<file path="src/rtl/regfile_clear_engine.sv">
// Register-file clear engine: zeroes r[START_REG..NUM_REGS-1], optionally reads each back.
// Optional read-back verify pass is compiled in with `define REGFILE_CLEAR_VERIFY_EN.
module regfile_clear_engine #(
  parameter int NUM_REGS  = 32,
  parameter int ADDR_W    = 5,
  parameter int DATA_W    = 32,
  parameter int START_REG = 1
) (
  input  logic              clock,
  input  logic              reset,
  input  logic              start,
  output logic              busy,
  output logic              stall_req,
  output logic              done,
  output logic              error,
  output logic [ADDR_W-1:0] err_addr,
  output logic              we,
  output logic [ADDR_W-1:0] waddr,
  output logic [DATA_W-1:0] wdata,
  output logic [ADDR_W-1:0] raddr,
  input  logic [DATA_W-1:0] rdata
);

  localparam logic [1:0] S_IDLE  = 2'd0;
  localparam logic [1:0] S_CLEAR = 2'd1;
`ifdef REGFILE_CLEAR_VERIFY_EN
  localparam logic [1:0] S_VERIFY = 2'd2;
`endif
  localparam logic [1:0] S_DONE  = 2'd3;

  // Terminal compare is against the last real register, so ptr never wraps.
  localparam logic [ADDR_W-1:0] FIRST = ADDR_W'(START_REG);
  localparam logic [ADDR_W-1:0] LAST  = ADDR_W'(NUM_REGS - 1);

  logic [1:0]        state;
  logic [ADDR_W-1:0] ptr;

  always_ff @(posedge clock) begin
    if (reset) begin
      state <= S_IDLE;
      ptr   <= '0;
    end else begin
      case (state)
        S_IDLE: if (start) begin
          state <= S_CLEAR;
          ptr   <= FIRST;
        end
        S_CLEAR: begin
          if (ptr == LAST) begin
`ifdef REGFILE_CLEAR_VERIFY_EN
            state <= S_VERIFY;
            ptr   <= FIRST;
`else
            state <= S_DONE;
`endif
          end else begin
            ptr <= ptr + ADDR_W'(1);
          end
        end
`ifdef REGFILE_CLEAR_VERIFY_EN
        S_VERIFY: begin
          if (ptr == LAST) state <= S_DONE;
          else             ptr   <= ptr + ADDR_W'(1);
        end
`endif
        default: state <= S_IDLE;
      endcase
    end
  end

`ifdef REGFILE_CLEAR_VERIFY_EN
  logic              err_q;
  logic [ADDR_W-1:0] err_addr_q;

  // Only the first failing register is recorded; later failures leave err_addr alone.
  always_ff @(posedge clock) begin
    if (reset) begin
      err_q      <= 1'b0;
      err_addr_q <= '0;
    end else if (state == S_IDLE && start) begin
      err_q      <= 1'b0;
      err_addr_q <= '0;
    end else if (state == S_VERIFY && (|rdata) && !err_q) begin
      err_q      <= 1'b1;
      err_addr_q <= ptr;
    end
  end

  assign busy     = (state == S_CLEAR) || (state == S_VERIFY);
  assign raddr    = (state == S_VERIFY) ? ptr : '0;
  assign error    = err_q;
  assign err_addr = err_addr_q;
`else
  logic unused_rdata;
  assign unused_rdata = ^rdata;

  assign busy     = (state == S_CLEAR);
  assign raddr    = '0;
  assign error    = 1'b0;
  assign err_addr = '0;
`endif

  assign stall_req = busy;
  assign done      = (state == S_DONE);
  assign we        = (state == S_CLEAR);
  assign waddr     = we ? ptr : '0;
  assign wdata     = '0;

endmodule
</file>
<file path="config.mk">
export PLATFORM = sky130hd
export DESIGN_NAME = regfile_clear_engine
export DESIGN_NICKNAME = d
export VERILOG_FILES = /design/src/rtl/regfile_clear_engine.sv
export SDC_FILE = /design/constraint.sdc
export NUM_CORES = 1
export LEC_CHECK = 0
export BUFFER_PORTS_ARGS = -buffer_cell sky130_fd_sc_hd__buf_2
export CORE_MARGIN = 1.5
export CORE_UTILIZATION = 30
export CTS_CLUSTER_SIZE = 30
export DETAILED_ROUTE_END_ITERATION = 8
export GPL_TIMING_DRIVEN = 1
export PLACE_DENSITY = 0.84
export SLEW_MARGIN = 20
export SYNTH_ARGS = -nofsm -noshare
export SYNTH_HDL_FRONTEND = slang
export SYNTH_SLANG_ARGS = --single-unit
export TNS_END_PERCENT = 20
</file>
<file path="constraint.sdc">
create_clock -name clock -period 1.85 [get_ports clock]
set_input_delay 0.0925 -clock clock [delete_from_list [all_inputs] [get_ports clock]]
set_output_delay 0.0925 -clock clock [all_outputs]
set_load 0.05 [all_outputs]
</file>
==> impl_metrics.tcl, run 1 <==
set metrics [dict create \
    status "completed" \
    internal-power_mw 0.261 \
    cts_setup_buffers 0 \
    p_leak_nw 0.382 \
    post_drt_wl_per_cell_um 7.51 \
    async_flop_share 0 \
    drv_slew 0 \
    sw_frac_of_total 0.534 \
    combPwrFrac 0.458 \
    synthDistinctLibCells 27 \
    synthToLayoutAreaGrowth_pct -6.39 \
    syn_area_per_cell_um2 8.21 \
    startpoint_type "flop" \
    final_antenna_net_count 0 \
    synth.largest_area_cell "buf_4" \
    initial_core_util 0.314 \
    htreeDepth 1 \
    cts_tree "done" \
    grt_max_degree 11 \
    drt-total-wl_um 1020 \
    grt_usage 0.0801 \
    ys_seq_elements 7 \
    core_mm2 0.00243 \
    crit_type "flop to flop" \
    dp_hpwl_um 838 \
    gp_congestion 0.759 \
    min_period_ns 1.72 \
    yosysTopAreaCellShare 0.443 \
    cp.required_ns 1.99 \
    diodes 0 \
    post_dp_cell_area_um2 683 \
    fin_skew_ns 0.00145 \
    ios 87 \
    finalCritPeriodShare 0.930 \
    synth_ff_type "dfxtp_1" \
    critPathArrivalTime_ns 1.86 \
    numCtsBuffers 3 \
    setup_viol 0 \
    path_max_fanout 3 \
    powerDensity_mw_per_mm2 785 \
    synth_edf_count 0 \
    die_w_um 53.4 \
    switchingPower_mw 0.300 \
    reg2reg_depth 6 \
    clk_latency_ns 0.25 \
    cts_buffer_depth 2 \
    vias 491 \
    max_freq_ghz 0.581 \
    finalHoldViolations 0 \
    yosys_warnings 0 \
    antenna_found_initial 0 \
    nets 144 \
    grt_pass1_vias 362 \
    synthTopCellsByCount "buf_4, dfxtp_1, and2_1" \
    ys_seq_area_frac 0.184 \
    synth_most_common_cell "buf_4" \
    vdd_drop_max_mv 0.322 \
    fin_setup_tns_ns 0 \
    die_h_um 53.4 \
    netlist_instances 93 \
    dp.cells 132 \
    final_area_um2 714 \
    via_per_inst 3.61 \
    cts.hold.buffers_added 0 \
    synthTopCellsByArea "buf_4, dfxtp_1, and2_1" \
    endpoint_kind "flop" \
    drt_iter0_markers 3 \
    syn_area_um2 763 \
    drive_gt1_frac 0.208 \
    min_path_cells 2 \
    cts_sinks 7 \
    cts_root_buf "clkbuf_4" \
    grt_pass1_wl_um 1520 \
    path_clk_slew_ns 0.05 \
    total_power_mw 0.561 \
    clkPwrFrac 0.251 \
    seq_power_share 0.291 \
    row_count 18 \
    hp-class "primary input to flop" \
    maxCapViolations 0 \
    numPortBuffers 11 \
    rsz0062_at_grt "no" \
    route.detailed.drc 0 \
    grt_overflow_total 0 \
    dieArea_mm2 0.00286 \
    drt_first_pass_iters 4 \
    layout.cells.non_filler 136 \
]
timing repair:
item / in CTS / in global routing
endpoints found under the setup margin: 0 / 1
endpoints found under the hold margin: 0 / 0
gates resized for setup: 0 / 1
layer usage:
layer,vias up,share of wire,track usage
met5,-,0,0
li1,245,-,-
met2,33,0.45,0.123
met4,0,0.055,0.115
met3,4,0.11,0.0169
met1,209,0.39,0.0739
layout make-up:
class,instances,area [um^2]
sequential,7,140
timing repair buffer,14,77.6
clock buffer,4,26.3
multi-input combinational,79,425
fill,281,1720
inverter,2,7.51
tap,30,37.5
power groups by stage:
stage / clock [mW] / sequential [mW] / combinational, mW
4_1_cts: 0.146 / 0.163 / 0.255
3_5_place_dp: 0 / 0.167 / 0.255
3_3_place_gp: 0 / 0.166 / 0.254
6_report: 0.141 / 0.163 / 0.257
2_1_floorplan: 0 / 0.163 / 0.318
5_1_grt: 0.154 / 0.164 / 0.270
state kept, by name (all words and copies together), names as in the netlist:
register	flops
state	2
ptr	5
per-stage QoR:
| step | hold WS [ns] | util | setup WS (ns) |
|---|---|---|---|
| final | 0.103 | 0.294 | 0.130 |
| after detailed placement | 0.372 | 0.281 | 0.104 |
| after floorplan | 0.268 | - | 0.0932 |
| after global routing | 0.106 | 0.294 | 0.0265 |
| after CTS | 0.0997 | 0.292 | 0.0917 |
| after global placement | 0.367 | 0.281 | 0.123 |
cells in the final DEF, fill, tap and decap left out, types with 2 or more instances in the layout:
master    Yosys  final
clkbuf_4      0      3
nor3b_1       2      2
nand3_1       5      5
a31oi_1       2      2
dfxtp_1       7      7
ha_1          2      2
buf_4        45      3
nand2b_4      2      2
conb_1        1     43
and2_1        6      6
buf_2         0     11
nand2_1       2      2
nor2_1        2      2
kinds of logic after synthesis:
family          count (synthesis)  synth area share
fa+ha+maj                       2            0.0328
mux                             1            0.0148
simple gates                   23             0.197
flops                           7             0.184
other cells                     1           0.00491
buf+inv                        49             0.472
compound gates                 10            0.0951
critical path, stage by stage, from the launching register on:
cell	delay, ns
dfxtp_1	0.31
ha_1	0.20
and3_1	0.18
ha_1	0.19
nand2b_4	0.15
a211oi_2	0.23
mux2_1	0.34
final timing paths:
| path | startpoint | endpoint | slack, ns |
|---|---|---|---|
| min | reset | ptr[4] | 0.10 |
| min reg2reg | ptr[4] | ptr[4] | 0.50 |
| max | ptr[0] | ptr[3] | 0.13 |
| max reg2reg | ptr[0] | ptr[3] | 0.13 |
Power figures use the tool's default switching activity.
==> run 2: changes to the inputs <==
CORE_ASPECT_RATIO = 1.25   (was unset)
SLEW_MARGIN = unset   (was 20)
==> run 2 against run 1 <==
Sequential cell count stayed put. Die area hardly changed. Register-to-register slack worse by 0.04 ns. Design area is 0.18% lower. Via count is 6.7% higher. Sequential power hardly changed. Count of clock-buffer cells in the layout stayed put. Critical path type unchanged. Critical endpoint unchanged.
==> impl_metrics.tcl, run 2 (synthesis results as in run 1) <==
set metrics [dict create \
    diodes 0 \
    fin_skew_ns 0.000865 \
    total_power_mw 0.562 \
    cts_resized 0 \
    fillers 271 \
    powerDensity_mw_per_mm2 788 \
    via_per_inst 3.77 \
    r2r-end "ptr[3]" \
    crit_buf_inv 0 \
    vdd_drop_max_mv 0.244 \
    numPortBuffers 11 \
    reg.largest.list "ptr x5, state x2" \
    setup_viol 0 \
    die_w_um 48.1 \
    post_drt_wl_per_cell_um 7.48 \
    finalCritPeriodShare 0.953 \
    cts_root_buf "clkbuf_4" \
    antenna_found_initial 0 \
    status "completed" \
    drt_first_pass_iters 4 \
    ff2ff_setup_slack_ns 0.09 \
    max_stage_delay_ns 0.34 \
    clk_latency_ns 0.25 \
    largest-register "ptr" \
    numCtsBuffers 3 \
    path_clk_slew_ns 0.05 \
    crit_type "flop to flop" \
    layout_commonest_cell "conb_1" \
    path_cells "ha_1 > and3_1 > ha_1 > nand2b_4 > a211oi_1 > mux2_1" \
    hold_start "reset" \
    grt_max_degree 11 \
    hp-class "primary input to flop" \
    cts_setup_buffers 0 \
    synthToLayoutAreaGrowth_pct -6.56 \
    finalHoldViolations 0 \
    maxCapViolations 0 \
    grt_overflow_total 0 \
    cts.hold.buffers_added 0 \
    dp_hpwl_um 868 \
    cp_top_family "adder cells" \
    cp.required_ns 1.99 \
    fin_util 0.294 \
    max_freq_ghz 0.567 \
    die_h_um 59.4 \
    dp.cells 135 \
    worstReg2RegStart "ptr[0]" \
    final_antenna_net_count 0 \
    endpoint_kind "flop" \
    ios 87 \
    p_leak_nw 0.381 \
    drt-total-wl_um 1040 \
    rsz0062_at_grt "no" \
    htreeDepth 1 \
    min_period_ns 1.76 \
    gp_congestion 0.861 \
    cts_tree "done" \
    initial_core_util 0.314 \
    hold_slack_ns 0.101 \
    largest_reg_flops 5 \
    reg2reg_depth 6 \
    grt_usage 0.0724 \
    critPathArrivalTime_ns 1.90 \
    min_path_cells 2 \
    drt_iter0_markers 4 \
    core_mm2 0.00243 \
    min_to "ptr[4]" \
    layout.cells.non_filler 139 \
    startpoint_type "flop" \
    route.detailed.drc 0 \
    drive_gt1_frac 0.198 \
    dieArea_mm2 0.00286 \
    crit_top_cell "ha_1" \
    cp_slowest_cell "mux2_1" \
    row_count 20 \
    fin_setup_tns_ns 0 \
    drv_slew 0 \
    nets 144 \
    grt_pass1_vias 364 \
    vias 524 \
    grt_pass1_wl_um 1440 \
    path_max_fanout 3 \
    final_cell_mix "conb_1, buf_2, dfxtp_1" \
    cts_sinks 7 \
    cts_buffer_depth 2 \
]
## run 2: metal layers
metal,global-route usage,up-vias,share of wire
met5,0,-,0
met4,0.0347,0,0.018
met3,0.0366,2,0.12
met2,0.120,43,0.49
met1,0.0721,229,0.37
li1,-,250,-
## run 2: final cells by class
class	count	area, um^2	share of cell area
clock buffers	4	26.3	0.0368
inverters	2	7.51	0.0105
multi-input cells	79	420	0.589
flip-flops and latches	7	140	0.196
well taps	33	41.3	0.0579
repair buffers	14	77.6	0.109
## run 2: per-stage QoR
stage | area [um^2] | setup slack (ns)
after CTS | 713 | 0.0661
after detailed placement | 687 | 0.0807
final | 713 | 0.0872
after global routing | 713 | 0.0121
after floorplan | 921 | 0.0932
after global placement | 687 | 0.119
## run 2: how the worst max path moves through the flow
| stage | start | to | slack (ns) | cells after the start |
|---|---|---|---|---|
| after floorplan | ptr[0] | ptr[3] | 0.09 | 6 |
| after global placement | ptr[0] | ptr[3] | 0.12 | 6 |
| after detailed placement | ptr[0] | ptr[3] | 0.08 | 6 |
| after CTS | ptr[0] | ptr[3] | 0.07 | 6 |
| after global routing | ptr[0] | ptr[2] | 0.01 | 6 |
| final | ptr[0] | ptr[3] | 0.09 | 6 |
## run 2: power breakdown
part / leakage (nW) / internal [mW] / switching, mW
clock: 0.0150 / 0.0825 / 0.0597
sequential: 0.0571 / 0.156 / 0.00679
combinational: 0.309 / 0.0225 / 0.234
total: 0.381 / 0.261 / 0.301
